--- src/rtl/switch_input_pkg.sv ---
// Shared constants and types for the slide-switch capture block.
// Debouncing is compiled in only when SWITCH_DEBOUNCE_EN is defined.
package switch_input_pkg;

  localparam int SYNC_STAGES      = 2;
  localparam int SW_WIDTH         = 16;
  localparam int DEBOUNCE_DEFAULT = 100000;

  // What the event register does on a given edge, decided before any state moves.
  typedef enum logic [2:0] {
    EV_NONE,
    EV_FIRST,
    EV_MERGE,
    EV_REPLACE,
    EV_CLEAR
  } event_action_e;

  function automatic int cnt_width(input int n);
    return $clog2(n);
  endfunction

endpackage

--- src/rtl/switch_input_capture_if.sv ---
// CPU-facing bundle of the switch capture block: raw pins in, debounced state and change event out.
// The slave modport is the capture block, the master modport is the CPU side.
interface switch_input_capture_if
  import switch_input_pkg::*;
#(
  parameter int WIDTH = SW_WIDTH
);

  logic [WIDTH-1:0] Switches;
  logic [WIDTH-1:0] SwitchState;
  logic [WIDTH-1:0] ChangeMask;
  logic             EventValid;
  logic             EventAck;
  logic             Overrun;

  modport master (
    output Switches,
    output EventAck,
    input  SwitchState,
    input  ChangeMask,
    input  EventValid,
    input  Overrun
  );

  modport slave (
    input  Switches,
    input  EventAck,
    output SwitchState,
    output ChangeMask,
    output EventValid,
    output Overrun
  );

endinterface

--- src/rtl/sync_2ff.sv ---
// Multi-bit flop-chain synchroniser for asynchronous pins; each bit is synchronised independently.
// Asynchronous active-low reset clears every stage.
module sync_2ff
  import switch_input_pkg::*;
#(
  parameter int WIDTH = SW_WIDTH
) (
  input  logic             clk,
  input  logic             rst_n,
  input  logic [WIDTH-1:0] d,
  output logic [WIDTH-1:0] q
);

  logic [WIDTH-1:0] stage_q [SYNC_STAGES];
  logic [WIDTH-1:0] stage_d [SYNC_STAGES];

  always_comb begin
    stage_d[0] = d;
    for (int i = 1; i < SYNC_STAGES; i++) begin
      stage_d[i] = stage_q[i-1];
    end
  end

  always_ff @(posedge clk or negedge rst_n) begin
    if (!rst_n) begin
      for (int i = 0; i < SYNC_STAGES; i++) begin
        stage_q[i] <= '0;
      end
    end else begin
      for (int i = 0; i < SYNC_STAGES; i++) begin
        stage_q[i] <= stage_d[i];
      end
    end
  end

  assign q = stage_q[SYNC_STAGES-1];

endmodule

--- src/rtl/switch_input_capture.sv ---
// Conditions the board slide switches for the CPU: synchronise, debounce, then report changes via valid/ack.
// Define SWITCH_DEBOUNCE_EN to include the shared debounce counter; otherwise changes pass straight through.
module switch_input_capture
  import switch_input_pkg::*;
#(
  parameter int WIDTH           = SW_WIDTH,
  parameter int DEBOUNCE_CYCLES = DEBOUNCE_DEFAULT
) (
  input  logic                 Clkpin,
  input  logic                 reset,
  switch_input_capture_if.slave bus
);

  logic [WIDTH-1:0] sync_q;
  logic [WIDTH-1:0] stable_q, stable_d;
  logic [WIDTH-1:0] mask_q, mask_d;
  logic             valid_q, valid_d;
  logic             overrun_q, overrun_d;
  logic [WIDTH-1:0] diff;
  logic             update;
  event_action_e    action;

  if (DEBOUNCE_CYCLES < 2) begin : g_cfg_check
    $error("switch_input_capture: DEBOUNCE_CYCLES must be at least 2");
  end

  sync_2ff #(
    .WIDTH(WIDTH)
  ) u_sync (
    .clk  (Clkpin),
    .rst_n(reset),
    .d    (bus.Switches),
    .q    (sync_q)
  );

`ifdef SWITCH_DEBOUNCE_EN
  localparam int               CNT_W   = cnt_width(DEBOUNCE_CYCLES);
  localparam logic [CNT_W-1:0] CNT_MAX = CNT_W'(DEBOUNCE_CYCLES - 1);

  logic [WIDTH-1:0] sync_prev_q, sync_prev_d;
  logic [CNT_W-1:0] cnt_q, cnt_d;

  // One counter for all bits: any movement, or agreement with the accepted value, restarts the window.
  always_comb begin
    sync_prev_d = sync_q;
    cnt_d       = cnt_q;
    update      = 1'b0;
    if ((sync_q != sync_prev_q) || (sync_q == stable_q)) begin
      cnt_d = '0;
    end else if (cnt_q == CNT_MAX) begin
      cnt_d  = '0;
      update = 1'b1;
    end else begin
      cnt_d = cnt_q + 1'b1;
    end
  end

  always_ff @(posedge Clkpin or negedge reset) begin
    if (!reset) begin
      sync_prev_q <= '0;
      cnt_q       <= '0;
    end else begin
      sync_prev_q <= sync_prev_d;
      cnt_q       <= cnt_d;
    end
  end
`else
  assign update = (sync_q != stable_q);
`endif

  // An update always beats a simultaneous ack, so a fresh change is never lost.
  always_comb begin
    diff   = stable_q ^ sync_q;
    action = EV_NONE;
    if (update) begin
      if (!valid_q) begin
        action = EV_FIRST;
      end else if (bus.EventAck) begin
        action = EV_REPLACE;
      end else begin
        action = EV_MERGE;
      end
    end else if (bus.EventAck && valid_q) begin
      action = EV_CLEAR;
    end
  end

  always_comb begin
    stable_d  = stable_q;
    mask_d    = mask_q;
    valid_d   = valid_q;
    overrun_d = overrun_q;
    case (action)
      EV_FIRST: begin
        stable_d = sync_q;
        mask_d   = diff;
        valid_d  = 1'b1;
      end
      EV_MERGE: begin
        stable_d  = sync_q;
        mask_d    = mask_q | diff;
        overrun_d = 1'b1;
      end
      EV_REPLACE: begin
        stable_d  = sync_q;
        mask_d    = diff;
        overrun_d = 1'b0;
      end
      EV_CLEAR: begin
        valid_d   = 1'b0;
        mask_d    = '0;
        overrun_d = 1'b0;
      end
      default: begin
      end
    endcase
  end

  always_ff @(posedge Clkpin or negedge reset) begin
    if (!reset) begin
      stable_q  <= '0;
      mask_q    <= '0;
      valid_q   <= 1'b0;
      overrun_q <= 1'b0;
    end else begin
      stable_q  <= stable_d;
      mask_q    <= mask_d;
      valid_q   <= valid_d;
      overrun_q <= overrun_d;
    end
  end

  assign bus.SwitchState = stable_q;
  assign bus.ChangeMask  = mask_q;
  assign bus.EventValid  = valid_q;
  assign bus.Overrun     = overrun_q;

endmodule

--- src/flat_wrapper.sv ---
// flat-port wrapper written by rule: the top's interface ports become plain ports
module switch_input_capture_flat import switch_input_pkg::*;
#(
  parameter int WIDTH           = SW_WIDTH,
  parameter int DEBOUNCE_CYCLES = DEBOUNCE_DEFAULT
)
  (Clkpin, reset, bus_Switches, bus_EventAck, bus_SwitchState, bus_ChangeMask, bus_EventValid, bus_Overrun);
  switch_input_capture_if #(.WIDTH(WIDTH)) bus_i ();
  input  logic Clkpin;
  input  logic reset;
  input wire logic [$bits(bus_i.Switches)-1:0] bus_Switches;
  input wire logic [$bits(bus_i.EventAck)-1:0] bus_EventAck;
  output wire logic [$bits(bus_i.SwitchState)-1:0] bus_SwitchState;
  output wire logic [$bits(bus_i.ChangeMask)-1:0] bus_ChangeMask;
  output wire logic [$bits(bus_i.EventValid)-1:0] bus_EventValid;
  output wire logic [$bits(bus_i.Overrun)-1:0] bus_Overrun;
  assign bus_i.Switches = bus_Switches;
  assign bus_i.EventAck = bus_EventAck;
  assign bus_SwitchState = bus_i.SwitchState;
  assign bus_ChangeMask = bus_i.ChangeMask;
  assign bus_EventValid = bus_i.EventValid;
  assign bus_Overrun = bus_i.Overrun;
  switch_input_capture #(.WIDTH(WIDTH), .DEBOUNCE_CYCLES(DEBOUNCE_CYCLES)) u_core (.Clkpin(Clkpin), .reset(reset), .bus(bus_i));
endmodule
--- config.mk ---
export PLATFORM = sky130hd
export DESIGN_NAME = switch_input_capture_flat
export DESIGN_NICKNAME = d
export VERILOG_FILES = /design/src/rtl/switch_input_pkg.sv /design/src/rtl/switch_input_capture_if.sv /design/src/rtl/sync_2ff.sv /design/src/rtl/switch_input_capture.sv /design/src/flat_wrapper.sv
export SDC_FILE = /design/constraint.sdc
export NUM_CORES = 1
export LEC_CHECK = 0
export ABC_CLOCK_PERIOD_IN_PS = 1760
export BUFFER_PORTS_ARGS = -buffer_cell sky130_fd_sc_hd__buf_2
export CORE_MARGIN = 2
export CORE_UTILIZATION = 52
export DETAILED_ROUTE_END_ITERATION = 10
export PLACE_DENSITY = 0.83
export SLEW_MARGIN = 5
export SYNTH_ARGS = -nofsm -noshare
export SYNTH_HDL_FRONTEND = slang
export SYNTH_SLANG_ARGS = --single-unit
--- constraint.sdc ---
create_clock -name Clkpin -period 1.76 [get_ports Clkpin]
set_input_delay 0 -clock Clkpin [delete_from_list [all_inputs] [get_ports Clkpin]]
set_output_delay 0 -clock Clkpin [all_outputs]
set_load 0.05 [all_outputs]
==> impl_metrics.py, run 1 <==
metrics = {
    "grt": {
        "grt_max_degree": 67,
        "grt_overflow": 0,
        "grt_pass1_vias": 1370,
        "grt.total_usage_pct": 17.4,
        "antenna_found_initial": 0,
        "grt_pass1_wl_um": 6340,
    },
    "sta": {
        "min_period_over_period_pct": 94.6,
        "fmax_mhz": 601,
        "finalSetupViolCount": 0,
        "worst_pin_slew_ns": 0.672,
        "final_hold_viol_count": 0,
        "clock_skew_ns": 0.00930,
        "finalMaxSlewViolations": 0,
        "worst_slack_ns": 0.0954,
        "slew_headroom_pct": 55.0,
        "fin_crit_ns": 1.66,
    },
    "synthesis": {
        "synth_nets": 180,
        "synthCells": 161,
        "ys_types": 14,
        "synth_top_area_share_pct": 74.0,
        "synth.area.top_cells": "dfrtp_1 74%, xor2_1 6.3%, nand2b_1 4.5%",
        "syn_avg_cell_area_um2": 13.9,
        "yosys.area.top_type": "dfrtp_1",
        "yosysWarnings": 0,
        "synthesis.area_mm2": 0.00223,
        "synth-seq-cells": 66,
        "synth_seq_area_share_pct": 74.0,
    },
    "clocking": {
        "clk_pin_slew_ns": 0.07,
        "clockBufferDepth": 2,
        "clock-sinks": 66,
        "cts_tree": "built",
        "root_buffer": "clkbuf_8",
        "clock_latency_ns": 0.33,
        "h-tree-depth": 3,
        "cts_made_buffers": 9,
    },
    "power": {
        "power.density_mw_per_mm2": 1150,
        "p_leak_nw": 1.29,
        "vdd_drop_max_v": 0.00110,
        "power.total_mw": 3.35,
    },
    "final_layout": {
        "nFillCells": 270,
        "area_growth_pct": 30.8,
        "antennaDiodeCount": 0,
        "nets": 248,
        "final_util_pct": 71.9,
        "drive_above_1_share_pct": 36.8,
        "seq_area_mm2": 0.00166,
        "multiInputGateArea_um2": 494,
    },
    "floorplan": {
        "pin_count": 53,
        "die_x_um": 69.5,
        "die_area_mm2": 0.00483,
        "num_rows": 23,
        "start_util_pct": 55.0,
        "die_h_um": 69.5,
        "core_mm2": 0.00406,
    },
    "detailed_routing": {
        "highest_layer": "met4",
        "ant_nets": 0,
        "vias": 1368,
        "drcViolationCount": 0,
        "wl_met1_um": 1660,
        "wl_met2_um": 1840,
        "wl_per_cell_um": 13.5,
        "wirelength_um": 3840,
        "drtIter0Drc": 111,
        "wl_met3_um": 255,
        "vias_per_cell": 4.82,
        "drt_pre_antenna_iters": 4,
    },
    "setup_path": {
        "ff2ff_path_depth": 5,
        "worstSetupPathType": "reg -> reg",
        "arrival_ns": 1.92,
        "reg2reg_to": "u_core.bus.ChangeMask[9]",
        "endpoint_kind": "flip-flop",
        "cp.required_ns": 2.02,
        "r2r_slack_ns": 0.1,
        "r2r-start": "u_core.bus.SwitchState[3]",
        "crit_fanout": 8,
        "cp-start-kind": "flip-flop",
    },
    "place": {
        "place_ws_ns": 0.0548,
        "portBuffers": 52,
        "place_hpwl_um": 2470,
        "gp_congestion": 0.749,
    },
    "min_path": {
        "hold_path.class": "in -> async",
    },
    "job": {
        "cap_viol_max_count": 0,
    },
    "outcome": {
        "status": "complete, no violations",
    },
}
==> layout make-up <==
| class | count | share of cell area (%) |
|---|---|---|
| clock inverter | 3 | 1.37 |
| timing repair buffer | 78 | 17.6 |
| tap | 50 | 2.14 |
| clock buffer | 13 | 5.10 |
| multi-input combinational | 74 | 16.9 |
| sequential | 66 | 56.9 |
==> cells by family (layout without fill, tap and decap cells) <==
logic type | count (synthesis) | count (layout) | synth area share (%)
XOR/XNOR | 16 | 16 | 6.28
buffers and inverters | 21 | 94 | 3.93
flip-flops | 66 | 66 | 74.0
AO/OA/AOI/OAI | 34 | 34 | 7.74
AND/OR/NAND/NOR | 24 | 24 | 8.02
==> placed cells by master (no fill, tap or decap) <==
cell,count
xor2_1,16
clkbuf_8,10
nand4_2,1
clkinv_2,2
o21ai_1,16
bufinv_16,1
nor2_1,1
a21oi_1,17
nor4_2,4
buf_2,52
nor2b_2,1
dlygate4sd3_1,18
buf_4,7
dfrtp_2,7
or2_1,1
clkbuf_1,3
o21a_1,1
nand2b_1,16
buf_12,1
dfrtp_1,59
==> cells in the mapped netlist, drive strengths merged <==
| cell type | count |
|---|---|
| clkbuf | 19 |
| nand2b | 16 |
| xor2 | 16 |
| a21oi | 17 |
| or2 | 1 |
| nor2 | 1 |
| buf | 2 |
| o21a | 1 |
| dfrtp | 66 |
| nor4 | 4 |
| nand4 | 1 |
| nor2b | 1 |
| o21ai | 16 |
==> critical path, stage by stage (launching register included) <==
cell and delay [ns]:
dfrtp_2 0.40, xor2_1 0.18, nor4_2 0.36, nand4_2 0.25, buf_4 0.24, o21ai_1 0.15
==> flip-flops by register name (all words and copies together), names as in the netlist <==
signal and flops:
u_core.bus.ChangeMask 16, u_core.u_sync.stage_d 16, u_core.u_sync.q 16, u_core.bus.Overrun 1, u_core.bus.SwitchState 16, u_core.bus.EventValid 1
==> how the worst max path moves through the flow <==
stage / start / endpoint / slack, ns / cells past startpoint
floorplan: u_core.bus.SwitchState[1] / u_core.bus.Overrun / 0.01 / 5
global placement: u_core.bus.SwitchState[14] / u_core.bus.ChangeMask[10] / 0.14 / 5
detailed placement: u_core.bus.SwitchState[3] / u_core.bus.ChangeMask[9] / 0.05 / 5
CTS: u_core.bus.SwitchState[14] / u_core.bus.ChangeMask[9] / 0.06 / 5
global route: u_core.bus.SwitchState[3] / u_core.bus.ChangeMask[4] / -0.002 / 5
finish: u_core.bus.SwitchState[3] / u_core.bus.ChangeMask[9] / 0.1 / 5
==> per-stage QoR <==
stage	setup TNS, ns	instances	instance area [um2]	hold WS [ns]
floorplan	0	161	2240	-0.296
global placement	0	246	2520	0.0341
detailed placement	0	246	2520	0.0386
CTS	0	280	2890	0.216
global route	-0.00216	284	2920	0.248
finish	0	284	2920	0.210
==> what timing repair did <==
| item | 4_1_cts | 5_1_grt |
|---|---|---|
| setup endpoints to repair | 0 | 8 |
| resized for setup | 0 | 1 |
| hold buffers | 18 | 0 |
| endpoints found under the hold margin | 83 | 0 |
| setup buffers | 0 | 4 |
==> routing by layer <==
| layer | vias to the layer above | track usage [%] |
|---|---|---|
| met1 | 663 | 21.1 |
| met2 | 42 | 26.1 |
| met4 | 0 | 10.5 |
| li1 | 652 | - |
| met5 | - | 0 |
| met3 | 11 | 6.98 |
==> power breakdown <==
group          switching [mW]  internal (mW)  leakage [nW]
Clock                   0.508          0.690        0.0974
Sequential             0.0658           1.62         0.745
Combinational           0.342          0.128         0.452
(Power assumes the default switching activity.)
==> run 2: changes to the inputs <==
--- a/config.mk
+++ b/config.mk
@@ -5,12 +5,12 @@
 export SDC_FILE = /design/constraint.sdc
 export NUM_CORES = 1
 export LEC_CHECK = 0
-export ABC_CLOCK_PERIOD_IN_PS = 1760
+export ABC_CLOCK_PERIOD_IN_PS = 1500
 export BUFFER_PORTS_ARGS = -buffer_cell sky130_fd_sc_hd__buf_2
 export CORE_MARGIN = 2
-export CORE_UTILIZATION = 52
+export CORE_UTILIZATION = 47
 export DETAILED_ROUTE_END_ITERATION = 10
-export PLACE_DENSITY = 0.83
+export PLACE_DENSITY = 0.79
 export SLEW_MARGIN = 5
 export SYNTH_ARGS = -nofsm -noshare
 export SYNTH_HDL_FRONTEND = slang
==> constraint.sdc (replaced) <==
create_clock -name Clkpin -period 1.5 [get_ports Clkpin]
set_input_delay 0 -clock Clkpin [delete_from_list [all_inputs] [get_ports Clkpin]]
set_output_delay 0 -clock Clkpin [all_outputs]
set_load 0.05 [all_outputs]
==> impl_metrics.py, run 2 (synthesized netlist as in run 1, its figures left out) <==
metrics = {
    "job": {
        "cap_viol_max_count": 0,
    },
    "clocking": {
        "clock_latency_ns": 0.33,
        "root_buffer": "clkbuf_8",
        "clock-sinks": 66,
        "h-tree-depth": 3,
        "clk_pin_slew_ns": 0.07,
        "clockBufferDepth": 2,
        "cts_tree": "built",
        "cts_made_buffers": 9,
    },
    "power": {
        "p_leak_nw": 1.30,
        "power_frac_seq_pct": 50.8,
        "power.total_mw": 3.90,
        "clockPowerShare_pct": 34.1,
        "p_int_mw": 2.80,
        "power.density_mw_per_mm2": 1290,
        "power_frac_comb_pct": 15.1,
        "vdd_drop_max_v": 0.000643,
        "swShare_pct": 28.2,
        "p_sw_mw": 1.10,
    },
    "detailed_routing": {
        "wirelength_um": 3950,
        "drcViolationCount": 0,
        "ant_nets": 0,
        "wl_per_cell_um": 13.8,
        "drt_pre_antenna_iters": 4,
        "vias_per_cell": 4.77,
        "drtIter0Drc": 43,
        "vias": 1364,
    },
    "outcome": {
        "status": "finished, violations left",
        "violations": "setup timing",
    },
    "place": {
        "place_area_mm2": 0.00256,
        "portBuffers": 52,
        "gp_congestion": 0.710,
        "place_ws_ns": -0.0890,
        "place_hpwl_um": 2460,
    },
    "final_layout": {
        "final_util_pct": 64.7,
        "multiInputGateArea_um2": 589,
        "layout_commonest_cell": "buf_2",
        "postLayoutCellArea_mm2": 0.00302,
        "layout_common_cells": "52 x buf_2, 50 x dfrtp_1, 18 x dlygate4sd3_1, 17 x a21oi_1",
        "drive_above_1_share_pct": 48.3,
        "nFillCells": 352,
        "antennaDiodeCount": 0,
        "nets": 246,
        "seq_area_mm2": 0.00167,
        "area_growth_pct": 35.2,
    },
    "floorplan": {
        "start_util_pct": 47.9,
        "pin_count": 53,
        "num_rows": 25,
        "die_h_um": 72.9,
        "core_mm2": 0.00466,
        "die_area_mm2": 0.00531,
        "die_x_um": 72.9,
    },
    "grt": {
        "grt.total_usage_pct": 16.6,
        "grt_util_met3_pct": 5.52,
        "grt_overflow": 0,
        "grt_max_degree": 67,
        "antenna_found_initial": 0,
        "use_met1_pct": 21.1,
        "grt_pass1_vias": 1345,
        "globalRouteMet2Util_pct": 23.8,
        "busiest_layer": "met2",
        "grt_pass1_wl_um": 6350,
    },
    "setup_path": {
        "worst-path-buf-inv": 1,
        "worstSetupPathType": "reg -> reg",
        "cp-start-kind": "flip-flop",
        "cp.required_ns": 1.76,
        "cpMaxStageDelayCell": "dfrtp_1",
        "cp_slowest_stage_delay_ns": 0.40,
        "crit_fanout": 8,
        "endpoint_kind": "flip-flop",
        "arrival_ns": 1.79,
        "crit_chain": "xor2_2 > nor4_4 > nand4_2 > buf_6 > o21ai_1",
        "critPathTopFamily": "simple AND/OR/NAND/NOR gates",
    },
    "sta": {
        "finalMaxSlewViolations": 0,
        "fmax_mhz": 653,
        "finalSetupViolCount": 16,
        "slew_headroom_pct": 54.0,
        "final_hold_viol_count": 0,
        "rsz0062_at_grt": "true",
        "worst_pin_slew_ns": 0.687,
        "clock_skew_ns": 0.00450,
        "worst_slack_ns": -0.0322,
        "fin_crit_ns": 1.53,
        "min_period_over_period_pct": 102,
    },
    "min_path": {
        "hold_path.class": "in -> async",
    },
}
-- run 2: area by class of cell --
cell class	instances	share of cell area, %
Timing Repair Buffer	76	16.8
Clock buffer	14	5.72
Multi-Input combinational cell	74	19.5
Sequential cell	66	55.4
Tap cell	54	2.24
Clock inverter	2	0.332
-- run 2: per-layer routing --
| metal | vias up | part of all wire (%) |
|---|---|---|
| li1 | 645 | - |
| met1 | 674 | 43 |
| met2 | 39 | 48 |
| met3 | 6 | 6.6 |
| met4 | 0 | 1.8 |
| met5 | - | 0 |
-- run 2: power groups by stage --
stage / Sequential (mW) / Clock, mW / Combinational [mW]
6_report: 1.98 / 1.33 / 0.587
5_1_grt: 2.00 / 1.45 / 0.624
4_1_cts: 1.98 / 1.37 / 0.573
3_5_place_dp: 2.01 / 0 / 0.527
3_3_place_gp: 2.00 / 0 / 0.520
2_1_floorplan: 2.26 / 0 / 0.112
-- run 2: worst paths after layout --
check / slack [ns] / cells past startpoint / from / end
max: -0.03 / 5 / u_core.u_sync.q[6] / u_core.bus.ChangeMask[0]
min in group Clkpin: 0.31 / 2 / bus_Switches[10] / u_core.u_sync.stage_d[10]
min: 0.20 / 3 / reset / u_core.u_sync.stage_d[6]
max in group asynchronous: 0.98 / 3 / reset / u_core.bus.SwitchState[0]
max reg2reg: -0.03 / 5 / u_core.u_sync.q[6] / u_core.bus.ChangeMask[0]
min reg2reg: 0.34 / 0 / u_core.u_sync.stage_d[1] / u_core.u_sync.q[1]
-- run 2: timing repair --
item | in CTS | in global routing
endpoints found under the hold margin | 83 | 0
gates resized for setup | 11 | 8
hold buffers | 18 | 0
pin swaps | 17 | 6
endpoints found under the setup margin | 17 | 18
buffers inserted | 0 | 2
-- run 2: metrics by stage --
stage / hold WS (ns) / setup TNS [ns] / std cells
global route: 0.238 / -1.42 / 286
CTS: 0.220 / -0.490 / 284
floorplan: -0.296 / -1.09 / 161
finish: 0.196 / -0.211 / 286
detailed placement: 0.0405 / -1.06 / 250
global placement: 0.0377 / -0.695 / 250
-- run 2: tightest hold or removal path, stage by stage --
cell and delay (ns):
dlygate4sd3_1 0.52, buf_2 0.12, buf_12 0.29
==> run 3: changes to the inputs <==
--- a/config.mk
+++ b/config.mk
@@ -5,12 +5,12 @@
 export SDC_FILE = /design/constraint.sdc
 export NUM_CORES = 1
 export LEC_CHECK = 0
+export ABC_AREA = 1
 export ABC_CLOCK_PERIOD_IN_PS = 1500
-export BUFFER_PORTS_ARGS = -buffer_cell sky130_fd_sc_hd__buf_2
-export CORE_MARGIN = 2
-export CORE_UTILIZATION = 47
+export CORE_UTILIZATION = 55
 export DETAILED_ROUTE_END_ITERATION = 10
-export PLACE_DENSITY = 0.79
+export DONT_BUFFER_PORTS = 1
+export PLACE_DENSITY = 0.78
 export SLEW_MARGIN = 5
 export SYNTH_ARGS = -nofsm -noshare
 export SYNTH_HDL_FRONTEND = slang
==> impl_metrics.py, run 3 <==
metrics = {
    "setup_path": {
        "cp-start-kind": "flip-flop",
        "cp.required_ns": 1.74,
        "r2r-start": "u_core.bus.SwitchState[1]",
        "crit_fanout": 8,
        "r2r_slack_ns": -0.14,
        "reg2reg_to": "u_core.bus.ChangeMask[2]",
        "ff2ff_path_depth": 9,
        "endpoint_kind": "flip-flop",
        "worstSetupPathType": "reg -> reg",
        "arrival_ns": 1.87,
    },
    "synthesis": {
        "synthTopCellsByCount": "66 x dfrtp_1, 42 x nand2_1, 25 x nor2_1",
        "synth-seq-cells": 66,
        "synth_seq_area_share_pct": 64.2,
        "ys_types": 20,
        "synth_edf_count": 0,
        "yosys.area.top_type": "dfrtp_1",
        "yosysMostFrequentCell": "dfrtp_1",
        "synthesis.area_mm2": 0.00257,
        "synth.area.top_cells": "dfrtp_1 64%, nand2_1 6.1%, nand3_1 4.5%",
        "synth_ff_type": "dfrtp_1",
        "async_flop_share_pct": 100,
        "synthCells": 244,
        "syn_avg_cell_area_um2": 10.5,
        "synth_nets": 263,
        "synth_top_area_share_pct": 64.2,
        "yosysWarnings": 0,
    },
    "detailed_routing": {
        "wl_per_cell_um": 14.4,
        "vias": 1784,
        "vias_per_cell": 4.91,
        "drtIter0Drc": 143,
        "drt_pre_antenna_iters": 4,
        "drcViolationCount": 0,
        "ant_nets": 0,
        "wirelength_um": 5230,
    },
    "sta": {
        "min_period_over_period_pct": 109,
        "fin_setup_tns_ns": -1.68,
        "finalMaxSlewViolations": 0,
        "slew_headroom_pct": 63.2,
        "worst_pin_slew_ns": 0.552,
        "fin_crit_ns": 1.64,
        "finalSetupViolCount": 17,
        "final_hold_viol_count": 66,
        "clock_skew_ns": 0.00424,
        "worst_slack_ns": -0.135,
        "fmax_mhz": 611,
        "finalHoldWorstSlack_ns": -0.657,
        "rsz0062_at_grt": "true",
    },
    "outcome": {
        "status": "finished, violations left",
        "violations": "hold timing, setup timing",
    },
    "final_layout": {
        "postLayoutCellArea_mm2": 0.00344,
        "layout_common_cells": "50 x dfrtp_1, 48 x buf_4, 38 x nand2_1, 22 x nor2_1, 20 x inv_1",
        "nets": 325,
        "antennaDiodeCount": 0,
        "fin_cells": 363,
        "area_growth_pct": 33.7,
        "drive_above_1_share_pct": 46.9,
        "layout_commonest_cell": "dfrtp_1",
    },
    "power": {
        "p_leak_nw": 1.73,
        "vdd_drop_max_v": 0.000752,
        "power.density_mw_per_mm2": 1190,
    },
    "floorplan": {
        "die_x_um": 70.4,
        "num_rows": 24,
        "core_mm2": 0.00441,
        "die_area_mm2": 0.00495,
        "die_h_um": 70.4,
        "pin_count": 53,
        "start_util_pct": 58.3,
    },
    "clocking": {
        "h-tree-depth": 3,
        "cts_hold_buf": 17,
        "clockBufferDepth": 2,
        "clock_latency_ns": 0.34,
        "cts_made_buffers": 9,
        "root_buffer": "clkbuf_8",
        "clk_pin_slew_ns": 0.07,
        "clock-sinks": 66,
        "cts_tree": "built",
    },
    "place": {
        "portBuffers": 0,
        "place_area_mm2": 0.00292,
        "place_hpwl_um": 2970,
        "placed_cells": 323,
        "gp_congestion": 0.686,
        "place_ws_ns": -0.0531,
    },
    "grt": {
        "grt_pass1_vias": 1809,
        "antenna_found_initial": 0,
        "grt_overflow": 0,
        "grt_max_degree": 67,
        "grt_pass1_wl_um": 8080,
        "grt.total_usage_pct": 22.1,
    },
    "job": {
        "cap_viol_max_count": 0,
    },
    "min_path": {
        "hold_path.class": "in -> async",
    },
}
-- run 3: area by class of cell --
class,instances,area (um2)
clock buffer,15,196
clock inverter,1,5.00
fill,260,975
inverter,24,90.1
multi-input combinational,135,800
sequential,66,1670
tap,52,65.1
timing repair buffer,70,612
-- run 3: through the flow --
step | power, mW | util, %
6_report | 4.09 | 77.9
5_1_grt | 4.25 | 77.9
4_1_cts | 4.08 | 76.5
3_5_place_dp | 2.59 | 66.0
3_3_place_gp | 2.57 | 66.0
2_1_floorplan | 2.42 | -
-- run 3: worst max-delay path: stages, from the launching register on --
cell,delay [ns]
dfrtp_2,0.41
nor2_1,0.12
nor2_1,0.08
nor2_2,0.14
nand2_2,0.09
nor2_4,0.17
buf_6,0.15
nand3_4,0.16
nand3_2,0.15
nand2_1,0.06
-- run 3: what timing repair did --
item                       CTS  global route
hold endpoints to repair    83            66
pin swaps                    9             5
cloned                       2             0
buffers inserted             5             0
setup endpoints to repair   16            17
gates resized for setup      4            16
-- run 3: how the worst max path moves through the flow --
stage | slack [ns] | depth (start not counted) | from | to
finish | -0.14 | 9 | u_core.bus.SwitchState[1] | u_core.bus.ChangeMask[2]
global route | -0.19 | 9 | u_core.bus.SwitchState[1] | u_core.bus.ChangeMask[2]
CTS | -0.02 | 9 | u_core.bus.SwitchState[6] | u_core.bus.ChangeMask[9]
detailed placement | -0.05 | 8 | u_core.bus.SwitchState[11] | u_core.bus.ChangeMask[4]
global placement | -0.01 | 8 | u_core.bus.SwitchState[5] | u_core.bus.ChangeMask[4]
floorplan | -0.04 | 11 | u_core.bus.SwitchState[11] | u_core.bus.ChangeMask[5]
-- run 3: cell families after synthesis --
kind of cell | Yosys count | share of synthesized area, %
AND/OR/NAND/NOR | 133 | 27.9
flip-flops | 66 | 64.2
buffers and inverters | 44 | 7.68
AO/OA/AOI/OAI | 1 | 0.194
-- run 3: routing by layer --
metal | track usage [%] | up-vias | wire length [um]
met2 | 34.7 | 50 | 2630
li1 | - | 862 | -
met5 | 0 | - | 0
met4 | 11.3 | 0 | 146
met1 | 25.6 | 854 | 2140
met3 | 9.38 | 18 | 319
-- run 3: report_power, final --
| group | switching, mW | total (mW) | internal (mW) |
|---|---|---|---|
| Combinational | 0.414 | 0.652 | 0.237 |
| Clock | 0.643 | 1.47 | 0.825 |
| Sequential | 0.0722 | 1.97 | 1.89 |
| Total | 1.13 | 4.09 | 2.96 |
